File: src/rtl/alarm_sched_pkg.sv
// Shared types and constants for the alarm scheduler: channel state encoding,
// default sizing and the width of the expiry channel index.
package alarm_sched_pkg;

  localparam int unsigned DefNch  = 4;
  localparam int unsigned DefCntW = 8;

  typedef logic [1:0] ch_state_t;

  localparam ch_state_t StIdle    = 2'd0;
  localparam ch_state_t StArmed   = 2'd1;
  localparam ch_state_t StPending = 2'd2;

  function automatic int unsigned id_width(int unsigned n);
    return (n < 2) ? 1 : $clog2(n);
  endfunction

endpackage

File: src/rtl/alarm_channel.sv
// One alarm channel: arm handshake, tick countdown, cancel, and a pending flag that
// is held until the top-level arbiter reports the expiry.
module alarm_channel
  import alarm_sched_pkg::*;
#(
  parameter int unsigned CNT_W = DefCntW
) (
  input  logic             clk,
  input  logic             reset,
  input  logic             tick,
  input  logic             req,
  input  logic [CNT_W-1:0] dur,
  input  logic             cancel,
  input  logic             expire,
  output logic             ack,
  output logic             busy,
  output logic             pending
);

  ch_state_t        state_q, state_d;
  logic [CNT_W-1:0] count_q, count_d;
  logic             ack_q, ack_d;

  always_comb begin
    state_d = state_q;
    count_d = count_q;
    ack_d   = 1'b0;
    case (state_q)
      StIdle: begin
        if (req) begin
          ack_d   = 1'b1;
          count_d = dur;
          state_d = (dur == '0) ? StPending : StArmed;
        end
      end
      StArmed: begin
        // Cancel wins over a coincident tick.
        if (cancel) begin
          state_d = StIdle;
        end else if (tick) begin
          if (count_q == CNT_W'(1)) state_d = StPending;
          else                      count_d = count_q - CNT_W'(1);
        end
      end
      StPending: begin
        if (expire) state_d = StIdle;
      end
      default: state_d = StIdle;
    endcase
  end

  always_ff @(posedge clk or posedge reset) begin
    if (reset) begin
      state_q <= StIdle;
      count_q <= '0;
      ack_q   <= 1'b0;
    end else begin
      state_q <= state_d;
      count_q <= count_d;
      ack_q   <= ack_d;
    end
  end

  assign ack     = ack_q;
  assign busy    = (state_q != StIdle);
  assign pending = (state_q == StPending);

endmodule

File: src/rtl/alarm_scheduler.sv
// Shares the one-second tick among NCH countdown alarms and reports expiries one at a
// time over a valid/ready port, arbitrated round-robin.
module alarm_scheduler
  import alarm_sched_pkg::*;
#(
  parameter  int unsigned NCH   = DefNch,
  parameter  int unsigned CNT_W = DefCntW,
  localparam int unsigned IdW   = id_width(NCH)
) (
  input  logic               clk,
  input  logic               reset,
  input  logic               tick,
  input  logic [NCH-1:0]     req,
  input  logic [NCH*CNT_W-1:0] dur,
  input  logic [NCH-1:0]     cancel,
  output logic [NCH-1:0]     ack,
  output logic [NCH-1:0]     busy,
  output logic               exp_valid,
  output logic [IdW-1:0]     exp_id,
  input  logic               exp_ready
);

  logic [NCH-1:0] pending;
  logic [NCH-1:0] expire;
  logic           exp_valid_q, exp_valid_d;
  logic [IdW-1:0] exp_id_q, exp_id_d;
  logic [IdW-1:0] ptr_q, ptr_d;
  logic [IdW-1:0] cand;
  int unsigned    idx;

  for (genvar i = 0; i < NCH; i++) begin : g_ch
    alarm_channel #(
      .CNT_W (CNT_W)
    ) u_ch (
      .clk     (clk),
      .reset   (reset),
      .tick    (tick),
      .req     (req[i]),
      .dur     (dur[i*CNT_W +: CNT_W]),
      .cancel  (cancel[i]),
      .expire  (expire[i]),
      .ack     (ack[i]),
      .busy    (busy[i]),
      .pending (pending[i])
    );
  end

  always_comb begin
    exp_valid_d = exp_valid_q;
    exp_id_d    = exp_id_q;
    ptr_d       = ptr_q;
    expire      = '0;
    idx         = 0;
    cand        = '0;
    if (exp_valid_q) begin
      if (exp_ready) begin
        expire[exp_id_q] = 1'b1;
        exp_valid_d      = 1'b0;
        ptr_d            = (exp_id_q == IdW'(NCH - 1)) ? '0 : exp_id_q + IdW'(1);
      end
    end else begin
      // First pending channel at or after ptr, wrapping.
      for (int unsigned k = 0; k < NCH; k++) begin
        idx  = (32'(ptr_q) + k) % NCH;
        cand = IdW'(idx);
        if (!exp_valid_d && pending[cand]) begin
          exp_valid_d = 1'b1;
          exp_id_d    = cand;
        end
      end
    end
  end

  always_ff @(posedge clk or posedge reset) begin
    if (reset) begin
      exp_valid_q <= 1'b0;
      exp_id_q    <= '0;
      ptr_q       <= '0;
    end else begin
      exp_valid_q <= exp_valid_d;
      exp_id_q    <= exp_id_d;
      ptr_q       <= ptr_d;
    end
  end

  assign exp_valid = exp_valid_q;
  assign exp_id    = exp_id_q;

endmodule

File: config.mk
export PLATFORM = sky130hd
export DESIGN_NAME = alarm_scheduler
export DESIGN_NICKNAME = d
export VERILOG_FILES = /design/src/rtl/alarm_sched_pkg.sv /design/src/rtl/alarm_channel.sv /design/src/rtl/alarm_scheduler.sv
export SDC_FILE = /design/constraint.sdc
export NUM_CORES = 1
export LEC_CHECK = 0
export CAP_MARGIN = 5
export CORE_MARGIN = 4
export CORE_UTILIZATION = 53
export DETAILED_ROUTE_END_ITERATION = 8
export PLACE_DENSITY = 0.84
export SYNTH_ARGS = -nofsm -noshare
export SYNTH_HDL_FRONTEND = slang
export SYNTH_SLANG_ARGS = --single-unit
File: constraint.sdc
create_clock -name clk -period 2.6 [get_ports clk]
set_input_delay 0.52 -clock clk [delete_from_list [all_inputs] [get_ports clk]]
set_output_delay 0.52 -clock clk [all_outputs]
set_load 0.02 [all_outputs]
# After elaboration in Yosys (flattened, before gate mapping)
# Index checks and enable logic that the tools add are counted.
totals:
  reg_bits: 49
  input_bits: 44
  output_inout_bits: 11
  word_cells: 189
classes:
  addsub: 8
  order_cmp: 6
  n_eq_ne: 41
  muxes: 82
  n_bitwise: 1
  reduce_logical: 36
ops:
  columns: ["operator", "n"]
  rows:
  - ["two-way mux 8 bit", 16]
  - ["one-hot mux 8 bit (2 select lines)", 4]
  - ["two-way mux 2 bit", 29]
  - ["!= test 2 bit, second input constant", 20]
  - ["equality test 8 x 1 -> 1 bit, second input constant", 4]
  - ["zero test 8 bit", 4]
  - ["subtractor 8 x 1 -> 8 bit, second input constant", 4]
  - ["one-hot mux 2 bit (3 select lines)", 4]
  - ["two-way mux 1 bit", 22]
  - ["AND reduction 5 bit", 4]
  - ["AND reduction 4 bit", 4]
  - ["nonzero test 2 bit", 8]
  - ["< comparator 2 x 3 -> 1 bit, second input constant", 5]
  - ["!= test 3 x 2 -> 1 bit, second input constant", 4]
  - ["!= test 3 bit, second input constant", 4]
  - ["equality test 2 bit, second input constant", 5]
  - ["binary-select mux 1 bit (select 2 bit)", 4]
  - ["equality test 2 x 1 -> 1 bit, second input constant", 4]
  - ["zero test 2 bit", 4]
  - ["two-way mux 4 bit", 2]
  - ["logical AND 1 bit", 5]
  - ["adder 2 x 1 -> 2 bit, second input constant", 2]
  - ["adder 2 bit, second input constant", 2]
  - ["zero test 1 bit", 4]
  - ["5 further kinds", 6]

# Longest topological paths before layout
# Gate-level depths: netlist of run 1.
depth:
  word_depth: 18
  depth_mapped: 8
  ltp_nobuf: 7

# Hierarchy
# From an unflattened synthesis of run 1, not the netlist that was laid out.
hier_totals:
  hier_cells: 399
  hier_area_um2: 3595.9
by_module_without_submodules:
  columns: ["mod", "instances", "cells_each", "area_each_um2"]
  rows:
  - ["alarm_channel (g_ch[0].u_ch ...)", 3, 84, 767.0]
  - ["alarm_channel (g_ch[1].u_ch)", 1, 85, 769.5]
  - ["alarm_scheduler", 1, 62, 525.5]

# Worst setup path before layout of run 1
# Ideal clock, no wire load.
synth_timing:
  kind: "register to register"
  from: "register g_ch[2].u_ch.count_q[3]"
  to: "register g_ch[2].u_ch.count_q[2]"
  t_arrival_ns: 1.892
  path_slack_ns: 0.608
  path_stages_with_launch: 5
  n_path_buf: 0
  synth_period_minus_slack_ns: 1.992
  path_cell_list: "dfrtp_1 > or4_4 > or4b_4 > and3_4 > a311oi_1"
synth_via:
  elab_chain_len: 3
synth_lines:
  columns: ["item", "line", "source"]
  rows:
  - ["start: declaration", "alarm_channel.sv:21", "logic [CNT_W-1:0] count_q, count_d;"]
  - ["start signal: assignment", "alarm_channel.sv:59", "count_q <= count_d;"]
  - ["equality test 8 x 1 -> 1 bit", "alarm_channel.sv:41", "if (count_q == CNT_W'(1)) state_d = StPending;"]
  - ["!= test 2 bit (no source line)", null, null]
  - ["AND reduction 5 bit (no source line)", null, null]
# No other way between the ends.
# A chain may end at the register's enable or synchronous reset.

# Worst setup path after layout of run 1
layout_timing:
  from: "register g_ch[2].u_ch.state_q[0]"
  to: "output busy[2]"
layout_via:
  elab_chain_len: 1
layout_lines:
  columns: ["item", "line", "source"]
  rows:
  - ["start: declaration", "alarm_channel.sv:20", "ch_state_t state_q, state_d;"]
  - ["start signal: assignment", "alarm_channel.sv:54", "state_q <= StIdle;"]
  - ["start signal: assignment", "alarm_channel.sv:58", "state_q <= state_d;"]
  - ["nonzero test 2 bit", "alarm_channel.sv:65", "assign busy = (state_q != StIdle);"]
  - ["end: declaration", "alarm_scheduler.sv:17", "output logic [NCH-1:0] busy,"]
# No other way between the ends.

==> results of run 1 <==
==> layer usage <==
layer	up-vias	track usage	share of wire
met4	0	0.0590	0.015
met5	-	0	0
met1	1445	0.274	0.43
met3	14	0.0417	0.052
li1	1477	-	-
met2	85	0.371	0.51
==> layout by cell type (no fill, tap or decap), types with 4 or more instances in the layout <==
| cell | synthesis | final |
|---|---|---|
| sky130_fd_sc_hd__o31ai_1 | 4 | 4 |
| sky130_fd_sc_hd__clkbuf_8 | 1 | 6 |
| sky130_fd_sc_hd__dfrtp_1 | 49 | 49 |
| sky130_fd_sc_hd__o21ai_0 | 33 | 33 |
| sky130_fd_sc_hd__nor4_1 | 14 | 14 |
| sky130_fd_sc_hd__nand2_1 | 34 | 34 |
| sky130_fd_sc_hd__nand2b_1 | 10 | 10 |
| sky130_fd_sc_hd__clkdlybuf4s50_1 | 0 | 54 |
| sky130_fd_sc_hd__and2_1 | 4 | 4 |
| sky130_fd_sc_hd__a21o_1 | 5 | 5 |
| sky130_fd_sc_hd__ha_1 | 12 | 12 |
| sky130_fd_sc_hd__nor2b_1 | 7 | 7 |
| sky130_fd_sc_hd__a21oi_1 | 47 | 47 |
| sky130_fd_sc_hd__o22ai_1 | 9 | 9 |
| sky130_fd_sc_hd__nor3_1 | 9 | 9 |
| sky130_fd_sc_hd__nand3_1 | 6 | 6 |
| sky130_fd_sc_hd__nor2_1 | 35 | 35 |
| sky130_fd_sc_hd__nand3b_1 | 4 | 4 |
| sky130_fd_sc_hd__nor3b_1 | 4 | 4 |
| sky130_fd_sc_hd__inv_1 | 19 | 18 |
| sky130_fd_sc_hd__buf_4 | 8 | 8 |
==> flip-flops by register name, indices dropped and copies added (netlist names) <==
register / cells
exp_valid: 1
g_ch.u_ch.ack: 4
exp_id: 2
ptr_q: 2
g_ch.u_ch.count_q: 32
g_ch.u_ch.state_q: 8
==> cells by family after synthesis <==
kind of cell / share of synthesized area
compound gates: 0.245
fa+ha+maj: 0.0478
buf+inv: 0.0581
flops: 0.390
mux: 0.00995
simple gates: 0.249
==> per-stage QoR <==
step	std cells	worst slack (ns)	hold slack [ns]
finish	500	0.374	0.542
floorplan	378	0.608	0.468
detailed placement	493	0.295	0.519
global route	500	0.241	0.567
global placement	493	0.361	0.498
CTS	500	0.366	0.538
==> area by class of cell <==
class | instances | area, um^2
Fill cell | 469 | 1830
Multi-Input combinational cell | 291 | 1740
Sequential cell | 49 | 1230
Timing Repair Buffer | 62 | 601
Tap cell | 72 | 90.1
Clock buffer | 7 | 86.3
Inverter | 19 | 71.3
==> critical path: stages (launching register included) <==
cell	delay, ns
sky130_fd_sc_hd__dfrtp_1	0.52
sky130_fd_sc_hd__or2_2	0.35
sky130_fd_sc_hd__clkdlybuf4s50_1	0.54
==> power groups by stage <==
stage / Clock [mW] / Sequential (mW) / Combinational, mW
global placement: 0 / 1.52 / 1.78
floorplan: 0 / 1.42 / 1.43
finish: 0.459 / 1.54 / 1.86
detailed placement: 0 / 1.54 / 1.85
global route: 0.499 / 1.60 / 2.10
CTS: 0.468 / 1.53 / 1.86
==> path summary, 6_finish.rpt <==
kind	startpoint	slack (ns)	endpoint	depth (start not counted)
max in group asynchronous	reset	1.44	ptr_q[0]	3
max	g_ch[2].u_ch.state_q[0]	0.37	busy[2]	2
min reg2reg	ptr_q[0]	0.54	ptr_q[0]	2
min in group asynchronous	reset	0.55	g_ch[3].u_ch.state_q[1]	2
min	ptr_q[0]	0.54	ptr_q[0]	2
max reg2reg	g_ch[2].u_ch.count_q[3]	0.38	g_ch[2].u_ch.count_q[0]	6
==> results.md, run 1 <==
| Parameter | Reported | Unit |
|---|---|---|
| Leakage power | 1.57 | nW |
| Sequential fraction of design power | 0.399 | - |
| Setup total negative slack | 0 | ns |
| Register area share after synthesis | 0.390 | - |
| Switching part of the total | 0.444 | - |
| Average detailed-routed wire length per instance | 15.4 | um |
| TritonCTS clock tree | built | - |
| Gate count of the mapped netlist | 378 | - |
| Number of pins with negative max-slew slack in the final report | 0 | - |
| Total grt overflow | 0 | - |
| Io pins | 55 | - |
| Transition time at the pin with the least slew margin | 0.819 | ns |
| Vert. Die Dim | 85.0 | um |
| Share of the core filled with cells | 0.675 | - |
| Area of the mapped netlist | 0.00314 | mm^2 |
| Post-synth EDFFs | 0 | - |
| Type of element launching the critical path | flop | - |
| Final non-filler cell area | 0.00381 | mm^2 |
| Antenna Violating Nets Remaining | 0 | - |
| Comb pwr share | 0.482 | - |
| Root cell of the clock tree | sky130_fd_sc_hd__clkbuf_8 | - |
| Via count of the first global-routing pass | 2820 | - |
| Clock Path Buffers | 2 | - |
| Initial detailed-routing violation count | 135 | - |
| Data required time of the worst path | 2.08 | ns |
| Type of element capturing the critical path | output port | - |
| First-pass GRT wire length | 12900 | um |
| Share of the clock period used by the worst path after layout | 0.856 | - |
| Primary flip-flop cell chosen by synthesis mapping | sky130_fd_sc_hd__dfrtp_1 | - |
| Number of buffers created by CTS | 5 | - |
| Antenna violations before repair | 0 | - |
| Final #Nets | 484 | - |
| Post-layout minimum cycle time | 2.23 | ns |
| Final hold viol count | 0 | - |
| CP Max Fanout | 14 | - |
| Chip Width | 85.0 | um |
| Highest Clock Rate | 449 | MHz |
| Slew headroom | 0.453 | - |
| Proportion of power drawn by the clock network | 0.119 | - |
| Class of the tightest hold or removal check | flop to flop | - |
| Post-detailed-routing wire length | 7680 | um |
| Switching power | 1.72 | mW |
| Cell accounting for the most synthesized area | sky130_fd_sc_hd__dfrtp_1 | - |
| First-pass iteration count of the detailed router | 4 | - |
| H-tree Lvls | 2 | - |
| Number of rows in the core area | 27 | - |
| CTS clock-pin slew for the worst setup and hold paths | 0.09 | ns |
| Status | finished clean | - |
| Estimated wirelength of the detail-placed design | 5860 | um |
| Ranking of synthesized cells by instance count | 49 x sky130_fd_sc_hd__dfrtp_1, 47 x sky130_fd_sc_hd__a21oi_1, 35 x sky130_fd_sc_hd__nor2_1, 34 x sky130_fd_sc_hd__nand2_1, 33 x sky130_fd_sc_hd__o21ai_0 | - |
| Worst endpoint data arrival time | 1.71 | ns |
| Share of flip-flops with an asynchronous set or reset | 1.00 | - |
| Area added between synthesis and finish | 21.2 | % |
| Cts repair resizes | 0 | - |
| Finish-stage setup viols | 0 | - |
| Total number of clock tree sinks | 49 | - |
| Number of antenna diodes | 0 | - |
| Number of input and output port buffers inserted | 54 | - |
| GPL Wtd Cong | 0.934 | - |
| Count of unique library cells instantiated by Yosys | 55 | - |
| Fin Clk Skew | 0.00755 | ns |
| CP Class | flop to output port | - |
| Initial core utilization | 0.557 | - |
| Post-Syn Nets | 434 | - |
| Total number of vias | 3021 | - |
| Source-to-sink clock delay at the later pin of the worst-skew pair | 0.30 | ns |
| Power density over the cells | 1010 | mW/mm^2 |
| Setup bufs post-CTS | 0 | - |
| Worst supply voltage drop on vdd | 0.516 | mV |
| Total of hold buffers inserted after clock tree synthesis | 0 | - |
| Pin count of the biggest net entering global routing | 24 | - |
| Placeable Area | 0.00564 | mm^2 |
| Area enclosed by the die boundary | 0.00723 | mm^2 |
| Placement-stage cell area | 0.00372 | mm^2 |
| Tot GR Track Use | 0.215 | - |
| DRC violation count after routing | 0 | - |
| Fraction of final layout cells with drive strength greater than 1 | 0.0584 | - |
| Average via count per standard cell | 6.04 | - |
| Post-layout total power | 3.86 | mW |
| Synth Area per Inst | 8.32 | um^2 |
| Warning count from the yosys run | 0 | - |
| Synth area leaders | sky130_fd_sc_hd__dfrtp_1 39%, sky130_fd_sc_hd__a21oi_1 7.5%, sky130_fd_sc_hd__o21ai_0 5.3%, sky130_fd_sc_hd__ha_1 4.8%, sky130_fd_sc_hd__nor2_1 4.2% | - |
| Most frequent cell after synthesis | sky130_fd_sc_hd__dfrtp_1 | - |
| MaxCap Viol Count | 0 | - |
| Flops & latches, synth | 49 | - |
| RSZ-0062 raised after global routing | no | - |
| Cell-internal power | 2.15 | mW |
| Area fraction of the dominant cell type after synthesis | 0.390 | - |
Power figures use the tool's default switching activity.
==> run 2, diff against run 1 <==
- CORE_MARGIN: 4 -> 5
- TNS_END_PERCENT: unset -> 1
==> run 2 against run 1 <==
  * Worst setup slack lost 0.037 ns
  * Flip-flop and latch count is the same
  * Utilization shrank 2.2 points
  * Global-route usage shrank 0.19 points
  * Wire length shrank 1.1%
  * Combinational power is essentially flat
  * Largest cell class unchanged
==> results.md, run 2 (same netlist as run 1, synthesis figures left out) <==
| Parameter | Reported | Unit |
|---|---|---|
| Status | finished clean | - |
| Average detailed-routed wire length per instance | 15.1 | um |
| Source-to-sink clock delay at the later pin of the worst-skew pair | 0.31 | ns |
| Type of element capturing the critical path | output port | - |
| Average via count per standard cell | 5.98 | - |
| Final #Nets | 484 | - |
| Cell Chain, Critical Path | or2_2 -> clkdlybuf4s50_1 | - |
| Area added between synthesis and finish | 21.6 | % |
| Crit path setup slack, layout | 0.337 | ns |
| Sequential cell area | 0.00123 | mm^2 |
| GPL Wtd Cong | 0.901 | - |
| Placeable Area | 0.00585 | mm^2 |
| Io pins | 55 | - |
| MaxCap Viol Count | 0 | - |
| Fraction of final layout cells with drive strength greater than 1 | 0.0629 | - |
| Root cell of the clock tree | sky130_fd_sc_hd__clkbuf_8 | - |
| Category of cells accounting for the largest share of critical-path delay | flip-flops | - |
| Cts repair resizes | 0 | - |
| Flip-flop count of the largest register after layout | 32 | - |
| DRC violation count after routing | 0 | - |
| Worst endpoint data arrival time | 1.74 | ns |
| Final hold viol count | 0 | - |
| Slew headroom | 0.454 | - |
| Initial detailed-routing violation count | 134 | - |
| Transition time at the pin with the least slew margin | 0.818 | ns |
| Type of element launching the critical path | flop | - |
| Total of hold buffers inserted after clock tree synthesis | 0 | - |
| Initial core utilization | 0.537 | - |
| Share of the clock period used by the worst path after layout | 0.870 | - |
| Data required time of the worst path | 2.08 | ns |
| Pre-CTS setup slack | 0.299 | ns |
| Number of pins with negative max-slew slack in the final report | 0 | - |
| Met3 GRT Util | 0.0397 | - |
| CP Max Fanout | 14 | - |
| Number of rows in the core area | 28 | - |
| Worst supply voltage drop on vdd | 0.472 | mV |
| Worst path buffer plus inverter count | 1 | - |
| Via count of the first global-routing pass | 2942 | - |
| Post-detailed-routing wire length | 7600 | um |
| Total number of clock tree sinks | 49 | - |
| Most Used Layer, Global Route | met2 | - |
| First-pass iteration count of the detailed router | 4 | - |
| Number of input and output port buffers inserted | 54 | - |
| Area enclosed by the die boundary | 0.00757 | mm^2 |
| Commonest non-fill, non-tap cells in the layout | 54 x sky130_fd_sc_hd__clkdlybuf4s50_1, 49 x sky130_fd_sc_hd__dfrtp_1, 47 x sky130_fd_sc_hd__a21oi_1 | - |
| Highest Clock Rate | 442 | MHz |
| Tot GR Track Use | 0.213 | - |
| TritonCTS clock tree | built | - |
| Vert. Die Dim | 87.0 | um |
| Chip Width | 87.0 | um |
| First-pass GRT wire length | 13100 | um |
| Pin count of the biggest net entering global routing | 50 | - |
| Fillers | 512 | - |
| Total grt overflow | 0 | - |
| Antenna Violating Nets Remaining | 0 | - |
| Setup total negative slack | 0 | ns |
| Setup bufs post-CTS | 0 | - |
| Longest individual stage delay on the worst path | 0.54 | ns |
| RSZ-0062 raised after global routing | no | - |
| Class of the tightest hold or removal check | flop to flop | - |
| Most common library cell in the layout ignoring fill and taps | sky130_fd_sc_hd__clkdlybuf4s50_1 | - |
| Estimated wirelength of the detail-placed design | 5720 | um |
| Total number of vias | 3015 | - |
| Met1 track demand over resource in global routing | 0.266 | - |
| Post-layout minimum cycle time | 2.26 | ns |
| Total area of multi-input combinational cells | 0.00174 | mm^2 |
| Number of antenna diodes | 0 | - |
| Antenna violations before repair | 0 | - |
| Power density over the cells | 1010 | mW/mm^2 |
| Leakage power | 1.56 | nW |
| H-tree Lvls | 2 | - |
| Number of buffers created by CTS | 5 | - |
| Fin Clk Skew | 0.0103 | ns |
| Finish-stage setup viols | 0 | - |
| CTS clock-pin slew for the worst setup and hold paths | 0.10 | ns |
| Clock Path Buffers | 2 | - |
| CP Class | flop to output port | - |
| Cell type of the slowest stage on the worst timing path | sky130_fd_sc_hd__dfrtp_1 | - |
| Final hold slack | 0.526 | ns |
| Met2 routing resource usage after global routing | 0.373 | - |
| Largest register by flop count | g_ch.u_ch.count_q | - |
run 2: cell count changes in the layout (fill, tap and decap cells not counted):
cell	before	now
sky130_fd_sc_hd__clkinvlp_4	0	2
sky130_fd_sc_hd__inv_8	0	1
sky130_fd_sc_hd__clkbuf_8	6	5
sky130_fd_sc_hd__clkbuf_1	1	0
run 2: report_power, final:
group	switching [mW]	internal, mW
sequential	0.434	1.11
combinational	1.03	0.829
clock	0.285	0.196
run 2: layout make-up:
type | instances | share of cell area
sequential | 49 | 0.321
clock inverter | 3 | 0.00687
tap | 75 | 0.0245
clock buffer | 5 | 0.0180
timing repair buffer | 62 | 0.157
multi-input combinational | 291 | 0.454
inverter | 19 | 0.0187
run 2: layer usage:
layer / part of all wire / up-vias
met5: 0 / -
met4: 0.012 / 0
met3: 0.059 / 7
met2: 0.51 / 100
met1: 0.42 / 1431
li1: - / 1477
run 2: final timing paths:
check	slack (ns)	cells after the start	to	from
min in group asynchronous	0.68	3	g_ch[0].u_ch.count_q[2]	reset
max in group asynchronous	1.50	3	g_ch[2].u_ch.count_q[4]	reset
setup reg to reg	0.44	6	g_ch[2].u_ch.count_q[0]	g_ch[2].u_ch.count_q[3]
hold / removal	0.53	2	g_ch[1].u_ch.count_q[1]	g_ch[1].u_ch.count_q[1]
hold reg to reg	0.53	2	g_ch[1].u_ch.count_q[1]	g_ch[1].u_ch.count_q[1]
setup / recovery	0.34	2	busy[2]	g_ch[2].u_ch.state_q[0]
run 2: worst min-delay path: stages (launching register included):
cell                      delay [ns]
sky130_fd_sc_hd__dfrtp_1        0.38
sky130_fd_sc_hd__nand2_1        0.05
sky130_fd_sc_hd__o21ai_0        0.06
run 2: through the flow:
| stage | cells | total power, mW | area (um^2) | utilization |
|---|---|---|---|---|
| 2_1_floorplan | 378 | 2.84 | 3140 | - |
| 3_3_place_gp | 496 | 3.31 | 3730 | 0.637 |
| 3_5_place_dp | 496 | 3.39 | 3730 | 0.637 |
| 4_1_cts | 504 | 3.88 | 3820 | 0.653 |
| 5_1_grt | 504 | 4.24 | 3820 | 0.653 |
| 6_report | 504 | 3.88 | 3820 | 0.653 |
